## config.mk

```make
export PLATFORM = sky130hd
export DESIGN_NAME = sram_wr_sel
export DESIGN_NICKNAME = d
export VERILOG_FILES = /design/src/rtl/sram_wr_sel.sv
export SDC_FILE = /design/constraint.sdc
export NUM_CORES = 1
export LEC_CHECK = 0
export CAP_MARGIN = 20
export CELL_PAD_IN_SITES_DETAIL_PLACEMENT = 2
export CELL_PAD_IN_SITES_GLOBAL_PLACEMENT = 2
export CORE_MARGIN = 2
export CORE_UTILIZATION = 24
export CTS_BUF_LIST = sky130_fd_sc_hd__clkbuf_8
export DETAILED_ROUTE_END_ITERATION = 16
export PLACE_DENSITY = 0.8
export SYNTH_ARGS = -nofsm -noshare
export SYNTH_HDL_FRONTEND = slang
export SYNTH_SLANG_ARGS = --single-unit
```

## constraint.sdc

```tcl
create_clock -name clk -period 1.7 [get_ports clk]
set_input_delay 0.34 -clock clk [delete_from_list [all_inputs] [get_ports clk]]
set_output_delay 0.34 -clock clk [all_outputs]
set_load 0.03 [all_outputs]
```

## src/rtl/sram_wr_sel.sv

```systemverilog
// Write-side bank selector: streams a valid/ready word sequence into the weight banks,
// then the data banks, bank-major, with a one-cycle registered write path.
//
// state  | meaning
// IDLE   | waiting for start; no words accepted, outputs idle
// LOAD_W | filling weight banks w0..w(N-1), addr 0..DEPTH-1 each
// LOAD_D | filling data banks d0..d(N-1), addr 0..DEPTH-1 each
module sram_wr_sel #(
  parameter int NUM_BANKS = 8,
  parameter int DEPTH     = 99,
  parameter int ADDR_W    = 10,
  parameter int DATA_W    = 64,
  parameter int IDLE_ADDR = 127
) (
  input  logic                 clk,
  input  logic                 rst,
  input  logic                 start,
  input  logic                 in_valid,
  output logic                 in_ready,
  input  logic [DATA_W-1:0]    in_data,
  output logic [NUM_BANKS-1:0] sram_wen_w,
  output logic [NUM_BANKS-1:0] sram_wen_d,
  output logic [ADDR_W-1:0]    sram_waddr,
  output logic [DATA_W-1:0]    sram_wdata,
  output logic                 busy,
  output logic                 done
);

  localparam int BANK_W = (NUM_BANKS > 1) ? $clog2(NUM_BANKS) : 1;
  localparam logic [BANK_W-1:0] LAST_BANK = BANK_W'(NUM_BANKS - 1);
  localparam logic [ADDR_W-1:0] LAST_ADDR = ADDR_W'(DEPTH - 1);
  localparam logic [ADDR_W-1:0] IDLE_A    = ADDR_W'(IDLE_ADDR);

  typedef enum logic [1:0] {
    IDLE   = 2'd0,
    LOAD_W = 2'd1,
    LOAD_D = 2'd2
  } state_t;

  state_t state, state_nxt;

  logic [BANK_W-1:0]    bank;
  logic [ADDR_W-1:0]    addr;
  logic                 accept;
  logic                 last_word;
  logic [NUM_BANKS-1:0] bank_onehot;

  assign in_ready    = (state != IDLE);
  assign busy        = (state != IDLE);
  assign accept      = in_valid & in_ready;
  assign last_word   = (bank == LAST_BANK) && (addr == LAST_ADDR);
  assign bank_onehot = NUM_BANKS'(1) << bank;

  always_ff @(posedge clk) begin
    if (rst) state <= IDLE;
    else     state <= state_nxt;
  end

  // done is still high in the cycle after the final accept, which masks a start
  // arriving exactly then.
  always_comb begin
    state_nxt = state;
    case (state)
      IDLE:    if (start && !done)       state_nxt = LOAD_W;
      LOAD_W:  if (accept && last_word)  state_nxt = LOAD_D;
      LOAD_D:  if (accept && last_word)  state_nxt = IDLE;
      default:                           state_nxt = IDLE;
    endcase
  end

  always_ff @(posedge clk) begin
    if (rst) begin
      bank <= '0;
      addr <= '0;
    end else if (accept) begin
      if (addr == LAST_ADDR) begin
        addr <= '0;
        bank <= (bank == LAST_BANK) ? '0 : bank + BANK_W'(1);
      end else begin
        addr <= addr + ADDR_W'(1);
      end
    end
  end

  always_ff @(posedge clk) begin
    if (rst) begin
      sram_wen_w <= '0;
      sram_wen_d <= '0;
      sram_waddr <= IDLE_A;
      sram_wdata <= '0;
      done       <= 1'b0;
    end else begin
      done <= accept && (state == LOAD_D) && last_word;
      if (accept) begin
        sram_wen_w <= (state == LOAD_W) ? bank_onehot : '0;
        sram_wen_d <= (state == LOAD_D) ? bank_onehot : '0;
        sram_waddr <= addr;
        sram_wdata <= in_data;
      end else begin
        sram_wen_w <= '0;
        sram_wen_d <= '0;
        sram_waddr <= IDLE_A;
      end
    end
  end

endmodule

```

# After elaboration in Yosys (flattened, before gate mapping)
# Index checks and enable logic that the tools add are counted.
# W data, S select, Z words.
[classes] mux=6 n_eq_ne=7 n_reduce_logical=13 bitwise_logic=4 shifts=1 addsub=2
[ops] cell="$add A10 B1 Y10 const B" n=1
[ops] cell="$eq A10 B7 Y1 const B" n=1
[ops] cell="$mux W10" n=1
[ops] cell="$shl A1 B3 Y8 const A" n=1
[ops] cell="$mux W2" n=3
[ops] cell="$ne A2 B2 Y1 const B" n=3
[ops] cell="$pmux W2 S3" n=1
[ops] cell="$reduce_or A3 Y1" n=2
[ops] cell="$logic_and A1 B1 Y1" n=5
[ops] cell="$add A3 B1 Y3 const B" n=1
[ops] cell="$eq A3 B3 Y1 const B" n=1
[ops] cell="$mux W3" n=1
[ops] cell="$not A1 Y1" n=3
[ops] cell="$reduce_and A3 Y1" n=1
[ops] cell="$eq A2 B1 Y1 const B" n=1
[ops] cell="$eq A2 B2 Y1 const B" n=1
[ops] cell="$logic_not A2 Y1" n=1
[ops] cell="$reduce_and A2 Y1" n=1
[ops] cell="$reduce_bool A2 Y1" n=1
[ops] cell="$reduce_or A2 Y1" n=1
[ops] cell="$and A1 B1 Y1" n=1
[ops] cell="$logic_not A1 Y1" n=1
[totals] word_cells=41 register_bits=106 input_bits=68

# Depth between registers and ports, before layout
[depth] depth_word=5 depth_mapped=7 mapped_depth_nobuf=6

# Least setup slack after synthesis
# OpenSTA, ideal clock, no wires.
[synth_timing] kind="register -> register" from="register addr[0]" to="register state[1]" setup_slack_ns=0.162 arrival_time_ns=1.467 setup_ns=0.070 synth_period_minus_slack_ns=1.538 stages_incl_launch_ff=7 required_time_ns=1.630 path_cell_list="dfxtp_1 > inv_1 > ha_1 > nor4b_4 > nand3_2 > or4_1 > a21oi_1"
[synth_between] elab_chain_len=5
[synth_lines] item="start, declared" line="43" rtl="logic [ADDR_W-1:0] addr;"
[synth_lines] item="start signal, assigned" line="80" rtl="addr <= addr + ADDR_W'(1);"
[synth_lines] item="$eq A10 B7 Y1 (*)" line="51" rtl="assign last_word = (bank == LAST_BANK) && (addr == LAST_ADDR);"
[synth_lines] item="$logic_and A1 B1 Y1 (*)" line="51"
[synth_lines] item="$logic_and A1 B1 Y1 (*)" line="65, 66"
[synth_lines] item="$ne A2 B2 Y1 (no line)"
[synth_lines] item="$reduce_and A3 Y1 (no line) (*)"
[synth_lines] item="end signal, assigned" line="56" rtl="else state <= state_nxt;"
[synth_lines] item="end, declared" line="40" rtl="state_t state, state_nxt;"
# Mark *: on every way between the ends. The rest lies on a longest branch, timed or not.
# A chain may end at the register's enable or synchronous reset.

# Worst setup path in the final report
[layout_timing] from="register addr[0]" to="register bank[1]"
[layout_between] elab_chain_len=2
[layout_lines] item="$eq A10 B7 Y1" line="76" rtl="if (addr == LAST_ADDR) begin"
[layout_lines] item="$reduce_and A2 Y1 (no line)"
[layout_lines] item="end signal, assigned" line="78" rtl="bank <= (bank == LAST_BANK) ? '0 : bank + BANK_W'(1);"
[layout_lines] item="end, declared" line="42" rtl="logic [BANK_W-1:0] bank;"
# Every way passes these cells.

==> results.ini <==
[global_routing]
antenna_found_initial=0
grt_pass1_vias=4081
grt_pass1_wl_um=20800
grt_max_degree=38
grt-ovfl-total=0
grt.total_usage=0.160

[synth]
ys_ff_latch=106
synthAdderAreaFrac=0.0268
avgSynthCellArea_um2=8.68
yosysWarnings=0
synth_top_family_by_area=simple AND/OR/NAND/NOR gates
synth_nets=506
muxShareOfSynthArea=0
synth_xor_area_frac=0.0188
synth_compound_area_frac=0.107
synth_cells=430
yosys-top-cells-count=139 x nand2_1, 106 x dfxtp_1, 68 x a21oi_1, 13 x buf_2, 13 x clkbuf_1
ys_types=33
ys_top_cells_by_area=dfxtp_1 57%, nand2_1 14%, a21oi_1 9.1%, ha_1 2.7%, and3_1 2.0%
synth_area_um2=3730
synth_top_flop_cell=dfxtp_1
netlist.top_cell.by_area=dfxtp_1
synthDominantCellAreaShare=0.568
seq_area_frac_synth=0.568
async_reset_ff_frac=0
synth.most_common_cell=nand2_1
synth_edf_count=0
synthSimpleGateAreaFrac=0.240

[placed_design]
place_inst=777
gp_congestion=0.771
placed_area_um2=5690
port_buffers=160
dp_hpwl_um=9740

[worst_setup_path]
worst_ep_required_time_ps=2020
cpMaxStageDelayCell=or3b_1
worstPathArrival_ps=1920
cp_max_fo=4
start_kind=register
worstSetupPathType=register to register
cpPeakStageDelay_ps=420
worstSetupEndpointType=register
worstPathCellList=inv_2 > ha_2 > nor4b_4 > nand4_2 > or3b_1 > a21oi_2

[floorplan]
num_io_pins=161
dieHeight_um=129
core_um2=15200
die_area_um2=16600
dieWidth_um=129
fp-row-count=45
initial_core_util=0.246

[timing]
fin_crit_sh=0.942
setup_viol=0
clock_skew_ps=8.96
tns_ps=0
tightest_slew_ps=415
max_freq_mhz=624
final_hold_viol_count=0
min_period_ps=1600
final_max_slew_viol_count=0
slew_headroom=0.721

[layout]
final_cell_count_no_fill=795
antennaDiodeCount=0
drive_gt1_frac=0.102
final_area_um2=5770
area_growth_pct=54.7
nets=678

[routing]
highest_layer=met4
drc_errors=0
wl_met1_um=4910
route.vias.total=3570
ant_nets=0
met3_length_um=758
route.met2.wl_um=6980
via_per_inst=4.49
wire_per_inst_um=16.2
wl_um=12800
drtPass1Iterations=4
first_iter_violations=87

[clock_network]
cts_buffers=9
clk_latency_ps=390
cts.clk_slew.worst_paths_ps=110
cts.sink_count=106
cts_tree=built
clk_path_buf_depth=2
h-tree-depth=3
cts_root_buf=clkbuf_8

[power]
p_per_area_nw_per_um2=820
total_leakage_power_nw=2.53
vdd_drop_max_mv=0.452

[run]
maxCapViolations=0

[outcome]
outcome=finished, final reports clean

[min_path]
min-delay-path-class=primary input to register

==> report_power, final <==
| group | internal (W) | switching (W) | total, W |
|---|---|---|---|
| logic | 0.000294 | 0.000371 | 0.000665 |
| clock network | 0.000545 | 0.000935 | 0.00148 |
| registers | 0.00256 | 0.0000347 | 0.00259 |
==> cell usage in the layout (no fill, tap or decap), types with 2 or more instances in the layout <==
cell | netlist | final
inv_1 | 7 | 7
or3_1 | 7 | 7
xnor2_1 | 4 | 4
nand2_1 | 139 | 139
xor2_1 | 4 | 4
ha_2 | 0 | 2
buf_12 | 0 | 3
ha_1 | 8 | 6
a211oi_1 | 3 | 3
clkinvlp_4 | 0 | 3
nand3_1 | 3 | 3
buf_4 | 1 | 26
and3_1 | 12 | 12
dfxtp_2 | 0 | 3
a21oi_1 | 68 | 67
dlygate4sd2_1 | 0 | 91
dfxtp_1 | 106 | 103
nor4_1 | 2 | 2
buf_2 | 13 | 2
and2_1 | 8 | 8
nor3_1 | 3 | 3
clkdlybuf4s50_1 | 0 | 66
clkbuf_8 | 0 | 9
nor2_1 | 12 | 12
nand4_1 | 2 | 2
==> worst max-delay path: cells and delay by family (launching register included) <==
family / cells / cell delay [ps]
compound gates: 1 / 110
fa+ha+maj: 1 / 160
buf+inv: 1 / 60
flops: 1 / 350
simple gates: 3 / 850
==> repair_timing <==
item	4_1_cts	5_1_grt
pin swaps	2	3
endpoints found under the setup margin	93	4
resized for setup	96	7
setup buffers	2	0
hold buffers	0	0
==> final timing paths <==
path | start | slack (ps) | end | depth (start not counted)
setup reg to reg | addr[0]$_SDFFE_PP0P_ | 100 | bank[1]$_SDFFE_PP0P_ | 6
hold reg to reg | sram_wdata[9]$_SDFFE_PP0P_ | 450 | sram_wdata[9]$_SDFFE_PP0P_ | 2
setup / recovery | addr[0]$_SDFFE_PP0P_ | 100 | bank[1]$_SDFFE_PP0P_ | 6
hold / removal | rst | 450 | sram_wdata[26]$_SDFFE_PP0P_ | 3
==> kinds of logic (layout without fill, tap and decap cells) <==
family | Yosys count | after routing
and+or+nand+nor | 198 | 198
adders and majority gates | 8 | 8
xor gates and xnor gates | 8 | 8
buffers and inverters | 34 | 211
AOI/OAI and AO/OA | 76 | 76
DFF | 106 | 106
==> through the flow <==
stage          total power (W)  hold WS, ps  setup WS, ps  utilization
2_1_floorplan          0.00296          442           162            -
3_3_place_gp           0.00334          442         -52.9        0.374
3_5_place_dp           0.00337          451         -96.7        0.374
4_1_cts                0.00485          436         0.123        0.380
5_1_grt                0.00499          464        -0.579        0.380
6_report               0.00474          455          98.6        0.380
==> layer usage <==
metal | vias to the layer above | GRT usage
met5 | - | 0
met3 | 12 | 0.0503
met4 | 0 | 0.0563
met2 | 87 | 0.304
met1 | 1732 | 0.166
li1 | 1739 | -
==> cell type report <==
type / instances / area [um2]
fillers: 1732 / 9430
well taps: 188 / 235
clock buffers: 9 / 124
clock inverters: 7 / 55.1
flip-flops and latches: 106 / 2130
multi-input cells: 290 / 1490
inverters: 7 / 26.3
repair buffers: 188 / 1720
==> flip-flops by register name (all words and copies together), names as in the netlist <==
register	cells
done	1
sram_wdata	64
addr	10
sram_wen_d	8
state	2
bank	3
sram_wen_w	8
sram_waddr	10
Note: power is estimated with default switching activity, not from simulation.
